[src/rtl/wb_port_scheduler_if.sv]
// wb_port_scheduler_if: ALU writeback, load issue/return, hazard-check and
// register-file write bundle for the write-port scheduler.
interface wb_port_scheduler_if #(
    parameter int DEPTH  = 4,
    parameter int ADDR_W = 5,
    parameter int DATA_W = 32
);
    localparam int CW = $clog2(DEPTH + 1);
    logic              alu_valid;
    logic              alu_ready;
    logic [ADDR_W-1:0] alu_addr;
    logic [DATA_W-1:0] alu_data;
    logic              ld_issue;
    logic [ADDR_W-1:0] ld_issue_addr;
    logic              ld_ret_valid;
    logic [ADDR_W-1:0] ld_ret_addr;
    logic [DATA_W-1:0] ld_ret_data;
    logic [ADDR_W-1:0] chk_rs;
    logic [ADDR_W-1:0] chk_rt;
    logic              hazard;
    logic              wr_en;
    logic [ADDR_W-1:0] wr_addr;
    logic [DATA_W-1:0] wr_data;
    logic [CW-1:0]     fifo_count;
    logic              issue_err;
    modport master (
        output alu_valid, alu_addr, alu_data, ld_issue, ld_issue_addr,
               ld_ret_valid, ld_ret_addr, ld_ret_data, chk_rs, chk_rt,
        input  alu_ready, hazard, wr_en, wr_addr, wr_data, fifo_count, issue_err
    );
    modport slave (
        input  alu_valid, alu_addr, alu_data, ld_issue, ld_issue_addr,
               ld_ret_valid, ld_ret_addr, ld_ret_data, chk_rs, chk_rt,
        output alu_ready, hazard, wr_en, wr_addr, wr_data, fifo_count, issue_err
    );
endinterface

[src/rtl/wb_port_scheduler.sv]
// wb_port_scheduler: arbitrates the register-file write port (load returns first, ALU via FIFO)
// and tracks outstanding loads for hazard detection. Define WB_BYPASS_EN for the empty-FIFO ALU bypass.
module wb_port_scheduler #(
    parameter int DEPTH  = 4,
    parameter int ADDR_W = 5,
    parameter int DATA_W = 32
) (
    input logic clock,
    input logic reset,
    wb_port_scheduler_if.slave bus
);
    localparam int CW   = $clog2(DEPTH + 1);
    localparam int PW   = $clog2(DEPTH);
    localparam int NREG = 1 << ADDR_W;

    logic [ADDR_W-1:0] mem_addr_q [DEPTH];
    logic [ADDR_W-1:0] mem_addr_d [DEPTH];
    logic [DATA_W-1:0] mem_data_q [DEPTH];
    logic [DATA_W-1:0] mem_data_d [DEPTH];
    logic [PW-1:0]     rd_ptr_q, rd_ptr_d, wr_ptr_q, wr_ptr_d, off;
    logic [CW-1:0]     count_q, count_d;
    logic [NREG-1:0]   busy_q, busy_d;
    logic              wr_en_q, wr_en_d, issue_err_q, issue_err_d;
    logic [ADDR_W-1:0] wr_addr_q, wr_addr_d;
    logic [DATA_W-1:0] wr_data_q, wr_data_d;
    logic              empty, push, pop, bypass, fifo_hit;

    assign empty         = count_q == '0;
    assign bus.alu_ready = count_q != CW'(DEPTH);
`ifdef WB_BYPASS_EN
    assign bypass = empty & ~bus.ld_ret_valid & bus.alu_valid;
`else
    assign bypass = 1'b0;
`endif
    assign push = bus.alu_valid & bus.alu_ready & ~bypass;
    assign pop  = ~bus.ld_ret_valid & ~empty;

    always_comb begin
        wr_en_d   = 1'b1;
        wr_addr_d = wr_addr_q;
        wr_data_d = wr_data_q;
        if (bus.ld_ret_valid) begin
            wr_addr_d = bus.ld_ret_addr;
            wr_data_d = bus.ld_ret_data;
        end else if (!empty) begin
            wr_addr_d = mem_addr_q[rd_ptr_q];
            wr_data_d = mem_data_q[rd_ptr_q];
        end else if (bypass) begin
            wr_addr_d = bus.alu_addr;
            wr_data_d = bus.alu_data;
        end else begin
            wr_en_d = 1'b0;
        end
        // Writes to r0 still consume their slot but never reach the register file.
        if (wr_addr_d == '0) wr_en_d = 1'b0;
        mem_addr_d = mem_addr_q;
        mem_data_d = mem_data_q;
        if (push) begin
            mem_addr_d[wr_ptr_q] = bus.alu_addr;
            mem_data_d[wr_ptr_q] = bus.alu_data;
        end
        wr_ptr_d = wr_ptr_q + PW'(push);
        rd_ptr_d = rd_ptr_q + PW'(pop);
        count_d  = count_q + CW'(push) - CW'(pop);
        busy_d   = busy_q;
        if (bus.ld_ret_valid) busy_d[bus.ld_ret_addr] = 1'b0;
        if (bus.ld_issue && bus.ld_issue_addr != '0) busy_d[bus.ld_issue_addr] = 1'b1;
        issue_err_d = bus.ld_issue & busy_q[bus.ld_issue_addr];
    end

    // Queued ALU results are not yet in the register file, so they count as pending writes.
    always_comb begin
        fifo_hit = 1'b0;
        off      = '0;
        for (int i = 0; i < DEPTH; i++) begin
            off = PW'(i) - rd_ptr_q;
            if (CW'(off) < count_q &&
                ((bus.chk_rs != '0 && mem_addr_q[i] == bus.chk_rs) ||
                 (bus.chk_rt != '0 && mem_addr_q[i] == bus.chk_rt)))
                fifo_hit = 1'b1;
        end
    end

    assign bus.hazard     = busy_q[bus.chk_rs] | busy_q[bus.chk_rt] | fifo_hit;
    assign bus.wr_en      = wr_en_q;
    assign bus.wr_addr    = wr_addr_q;
    assign bus.wr_data    = wr_data_q;
    assign bus.fifo_count = count_q;
    assign bus.issue_err  = issue_err_q;

    always_ff @(posedge clock) begin
        mem_addr_q <= mem_addr_d;
        mem_data_q <= mem_data_d;
    end

    always_ff @(posedge clock) begin
        if (reset) begin
            rd_ptr_q    <= '0;
            wr_ptr_q    <= '0;
            count_q     <= '0;
            busy_q      <= '0;
            wr_en_q     <= 1'b0;
            wr_addr_q   <= '0;
            wr_data_q   <= '0;
            issue_err_q <= 1'b0;
        end else begin
            rd_ptr_q    <= rd_ptr_d;
            wr_ptr_q    <= wr_ptr_d;
            count_q     <= count_d;
            busy_q      <= busy_d;
            wr_en_q     <= wr_en_d;
            wr_addr_q   <= wr_addr_d;
            wr_data_q   <= wr_data_d;
            issue_err_q <= issue_err_d;
        end
    end
endmodule

[src/flat_wrapper.sv]
// flat-port wrapper written by rule: the top's interface ports become plain ports
module wb_port_scheduler_flat 
#(
    parameter int DEPTH  = 4,
    parameter int ADDR_W = 5,
    parameter int DATA_W = 32
)
  (clock, reset, bus_alu_valid, bus_alu_addr, bus_alu_data, bus_ld_issue, bus_ld_issue_addr, bus_ld_ret_valid, bus_ld_ret_addr, bus_ld_ret_data, bus_chk_rs, bus_chk_rt, bus_alu_ready, bus_hazard, bus_wr_en, bus_wr_addr, bus_wr_data, bus_fifo_count, bus_issue_err);
  wb_port_scheduler_if #(.DEPTH(DEPTH), .ADDR_W(ADDR_W), .DATA_W(DATA_W)) bus_i ();
  input logic clock;
  input logic reset;
  input wire logic [$bits(bus_i.alu_valid)-1:0] bus_alu_valid;
  input wire logic [$bits(bus_i.alu_addr)-1:0] bus_alu_addr;
  input wire logic [$bits(bus_i.alu_data)-1:0] bus_alu_data;
  input wire logic [$bits(bus_i.ld_issue)-1:0] bus_ld_issue;
  input wire logic [$bits(bus_i.ld_issue_addr)-1:0] bus_ld_issue_addr;
  input wire logic [$bits(bus_i.ld_ret_valid)-1:0] bus_ld_ret_valid;
  input wire logic [$bits(bus_i.ld_ret_addr)-1:0] bus_ld_ret_addr;
  input wire logic [$bits(bus_i.ld_ret_data)-1:0] bus_ld_ret_data;
  input wire logic [$bits(bus_i.chk_rs)-1:0] bus_chk_rs;
  input wire logic [$bits(bus_i.chk_rt)-1:0] bus_chk_rt;
  output wire logic [$bits(bus_i.alu_ready)-1:0] bus_alu_ready;
  output wire logic [$bits(bus_i.hazard)-1:0] bus_hazard;
  output wire logic [$bits(bus_i.wr_en)-1:0] bus_wr_en;
  output wire logic [$bits(bus_i.wr_addr)-1:0] bus_wr_addr;
  output wire logic [$bits(bus_i.wr_data)-1:0] bus_wr_data;
  output wire logic [$bits(bus_i.fifo_count)-1:0] bus_fifo_count;
  output wire logic [$bits(bus_i.issue_err)-1:0] bus_issue_err;
  assign bus_i.alu_valid = bus_alu_valid;
  assign bus_i.alu_addr = bus_alu_addr;
  assign bus_i.alu_data = bus_alu_data;
  assign bus_i.ld_issue = bus_ld_issue;
  assign bus_i.ld_issue_addr = bus_ld_issue_addr;
  assign bus_i.ld_ret_valid = bus_ld_ret_valid;
  assign bus_i.ld_ret_addr = bus_ld_ret_addr;
  assign bus_i.ld_ret_data = bus_ld_ret_data;
  assign bus_i.chk_rs = bus_chk_rs;
  assign bus_i.chk_rt = bus_chk_rt;
  assign bus_alu_ready = bus_i.alu_ready;
  assign bus_hazard = bus_i.hazard;
  assign bus_wr_en = bus_i.wr_en;
  assign bus_wr_addr = bus_i.wr_addr;
  assign bus_wr_data = bus_i.wr_data;
  assign bus_fifo_count = bus_i.fifo_count;
  assign bus_issue_err = bus_i.issue_err;
  wb_port_scheduler #(.DEPTH(DEPTH), .ADDR_W(ADDR_W), .DATA_W(DATA_W)) u_core (.clock(clock), .reset(reset), .bus(bus_i));
endmodule
[config.mk]
export PLATFORM = sky130hd
export DESIGN_NAME = wb_port_scheduler_flat
export DESIGN_NICKNAME = d
export VERILOG_FILES = /design/src/rtl/wb_port_scheduler_if.sv /design/src/rtl/wb_port_scheduler.sv /design/src/flat_wrapper.sv
export SDC_FILE = /design/constraint.sdc
export NUM_CORES = 1
export LEC_CHECK = 0
export ABC_AREA = 1
export CORE_MARGIN = 4
export CORE_UTILIZATION = 50
export DETAILED_ROUTE_END_ITERATION = 8
export GPL_TIMING_DRIVEN = 0
export MAX_ROUTING_LAYER = met4
export PLACE_DENSITY = 0.74
export SKIP_CTS_REPAIR_TIMING = 1
export SYNTH_ARGS = -nofsm -noshare
export SYNTH_HDL_FRONTEND = slang
export SYNTH_SLANG_ARGS = --single-unit
[constraint.sdc]
create_clock -name clock -period 4.8 [get_ports clock]
set_clock_uncertainty 0.2 [all_clocks]
set_input_delay 0.96 -clock clock [delete_from_list [all_inputs] [get_ports clock]]
set_output_delay 0.96 -clock clock [all_outputs]
set_load 0.01 [all_outputs]
==> out/metrics.cfg <==
[run_status]
outcome = finished, final reports clean

[die]
core.rowCount = 51
die_w_um = 150
die_h_um = 150
num_io_pins = 138
die_area_um2 = 22600
initial_core_util_pct = 51.4
fp.coreArea_um2 = 19700

[synth]
synth-adder-area-share_pct = 1.18
synth_compound_area_share_pct = 11.4
synth_top_family_by_area = simple AND/OR/NAND/NOR gates
synthXorXnorAreaFrac_pct = 3.54
syn-num-nets = 1163
postSynthAreaPerCell_um2 = 9.57
netlist_area_um2 = 10100
ys_warn_count = 0
yosys.area_share.simple_pct = 18.7
synth-seq-cells = 226
yosysUniqueCellTypes = 34
synth_mux_area_share_pct = 0
synthCells = 1060
synth-seq-area-share_pct = 59.2

[routing]
ant_nets = 0
drt-total-wl_um = 28500
drc_errors = 0
first_pass_iters = 5
first_iter_violations = 738
vias_per_cell = 5.59
via_count = 8445
wl_per_cell_um = 18.8

[pwr]
p_per_area_nw_per_um2 = 453
p_leak_uw = 0.00480
ir_drop_uv = 331

[cts]
insertion_delay_ns = 0.52
ctsRootBufferMaster = clkbuf_16
numCtsBuffers = 23
clk_path_buf_depth = 3
cts.htree.levels = 1
cts.sinks = 226
clk_pin_slew_worst_paths_ns = 0.06
cts_tree = done

[placement]
place.gp.congestion = 0.971
port_buffers = 129
dpl.cell_count = 1468
hpwl_um = 20600

[grt]
grt_overflow = 0
grt_max_degree = 16
first_global_vias = 8275
antenna_found_initial = 1
grt_pass1_wl_um = 44200
grtUsageTotal_pct = 25.9

[sta]
layout_min_cycle_time_ns = 4.45
setup_viol = 0
fin_crit_sh_pct = 92.6
worst_hold_slack_ns = 0.274
hold_viol = 0
fmaxAchievable_mhz = 225
slew_headroom_pct = 40.5
finalMaxSlewViolations = 0
worst-slew-pin-transition_ns = 0.887
fin_setup_tns_ns = 0
rsz0062_at_grt = false

[critical_path]
worst_setup_path_start_kind = flip-flop
critPathCaptureType = primary output
slowest_stage = dfxtp_1
rrSetupSlack_ns = 2.05
worstPathMaxFanout = 10
critical_path.cell_chain = inv_1, nor2_2, buf_4, buf_2, nor2_1, ha_1, a21oi_1, or2_2, nand2_1, nand2_1, nor2_1, nand2_1, clkdlybuf4s50_1
worstPathBufferInverterCount = 4
cp.required_ns = 3.64
crit_type = reg2out
worstPathArrival_ns = 3.29
cp_common_cell = nand2_1
crit_family = buffers and inverters
cpPeakStageDelay_ns = 0.49

[cells_and_area]
final_util_pct = 64.6
drive_gt1_share_pct = 8.84
final_nets = 1331
final_common_cell = nand2_1
fin_cells = 1511
layout_common_cells = nand2_1 (305), edfxtp_1 (148), clkdlybuf4s50_1 (129), inv_1 (80), dfxtp_1 (78)
synthToLayoutAreaGrowth_pct = 25.5

[min_path]
hold_path_class = reg2reg

[run]
maxCapViolations = 0

final timing paths:
path                                             from                                  end  depth (start not counted)
setup / recovery        u_core.rd_ptr_q[0]$_SDFF_PP0_                           bus_hazard                         13
hold / removal           u_core.busy_q[17]$_SDFF_PP0_         u_core.busy_q[17]$_SDFF_PP0_                          2
setup reg to reg  u_core.bus.fifo_count[0]$_SDFF_PP0_  u_core.bus.fifo_count[2]$_SDFF_PP0_                         12
hold reg to reg          u_core.busy_q[17]$_SDFF_PP0_         u_core.busy_q[17]$_SDFF_PP0_                          2
power by group:
| group | internal [µW] | total (µW) | switching, µW |
|---|---|---|---|
| combinational | 611 | 1470 | 862 |
| clock | 1110 | 1840 | 736 |
| sequential | 2330 | 2460 | 129 |
synthesized netlist by cell type:
cell type	instances	area share [%]
a211oi_1	1	0.074
a21boi_1	1	0.074
a21oi_1	48	2.4
a221oi_1	7	0.60
a22oi_1	28	2.1
a31oi_1	25	1.5
buf_1	2	0.074
buf_2	26	1.3
buf_4	9	0.67
buf_6	3	0.33
clkbuf_1	8	0.30
clkbuf_2	1	0.049
clkinv_1	2	0.074
dfxtp_1	78	15
edfxtp_1	148	44
fa_1	1	0.20
ha_1	8	0.99
inv_1	80	3.0
inv_2	5	0.19
nand2_1	305	11
nand2_2	1	0.062
nand3_1	67	3.3
nand4_1	18	1.1
nor2_1	44	1.6
nor2_2	3	0.19
nor2_4	1	0.11
nor3_1	14	0.69
o211ai_1	1	0.074
o21ai_0	53	2.6
o221ai_1	16	1.4
o22ai_1	10	0.62
or2_2	5	0.31
xnor2_1	25	2.2
xor2_1	16	1.4
tightest hold or removal path: stages, from the launching register on:
cell and delay [ns]:
dfxtp_1 0.31, o21ai_0 0.06, a21oi_1 0.06
flip-flops by register name, indices dropped and copies added, names as in the netlist:
register / cells
u_core.bus.wr_data: 32
u_core.mem_addr_q: 20
u_core.rd_ptr_q: 2
u_core.bus.fifo_count: 3
u_core.wr_ptr_q: 2
u_core.bus.wr_en: 1
u_core.mem_data_q: 128
u_core.busy_q: 32
u_core.bus.wr_addr: 5
u_core.bus.issue_err: 1
area by class of cell:
cell class	count	area, µm²
clock inverter	14	155
antenna	1	2.50
fill	1587	6990
inverter	87	327
clock buffer	28	636
buffer	49	274
multi-input combinational	698	3550
tap	265	332
timing repair buffer	143	1450
sequential	226	6010
metrics by stage:
stage          worst slack (ns)  total power, µW  instance area, µm²
5_1_grt                   0.207             6050               12700
6_report                  0.354             5770               12700
2_1_floorplan             0.517             3300               10100
3_3_place_gp              -2.01             3900               11800
4_1_cts                   0.369             5800               12700
3_5_place_dp              0.498             3950               11900
metal layers:
layer / GRT usage (%) / share of wire, % / wire (µm)
met5: - / 0 / 0
met4: 8.14 / 2.8 / 785
met3: 3.76 / 8.2 / 2320
met2: 42.7 / 48 / 13800
met1: 33.4 / 41 / 11600
logic make-up after synthesis:
family | count (synthesis)
AND/OR/NAND/NOR | 458
flip-flops | 226
AO/OA/AOI/OAI | 190
buffers and inverters | 136
XOR/XNOR | 41
adder cells (fa/ha/maj) | 9
(Power assumes the default switching activity.)
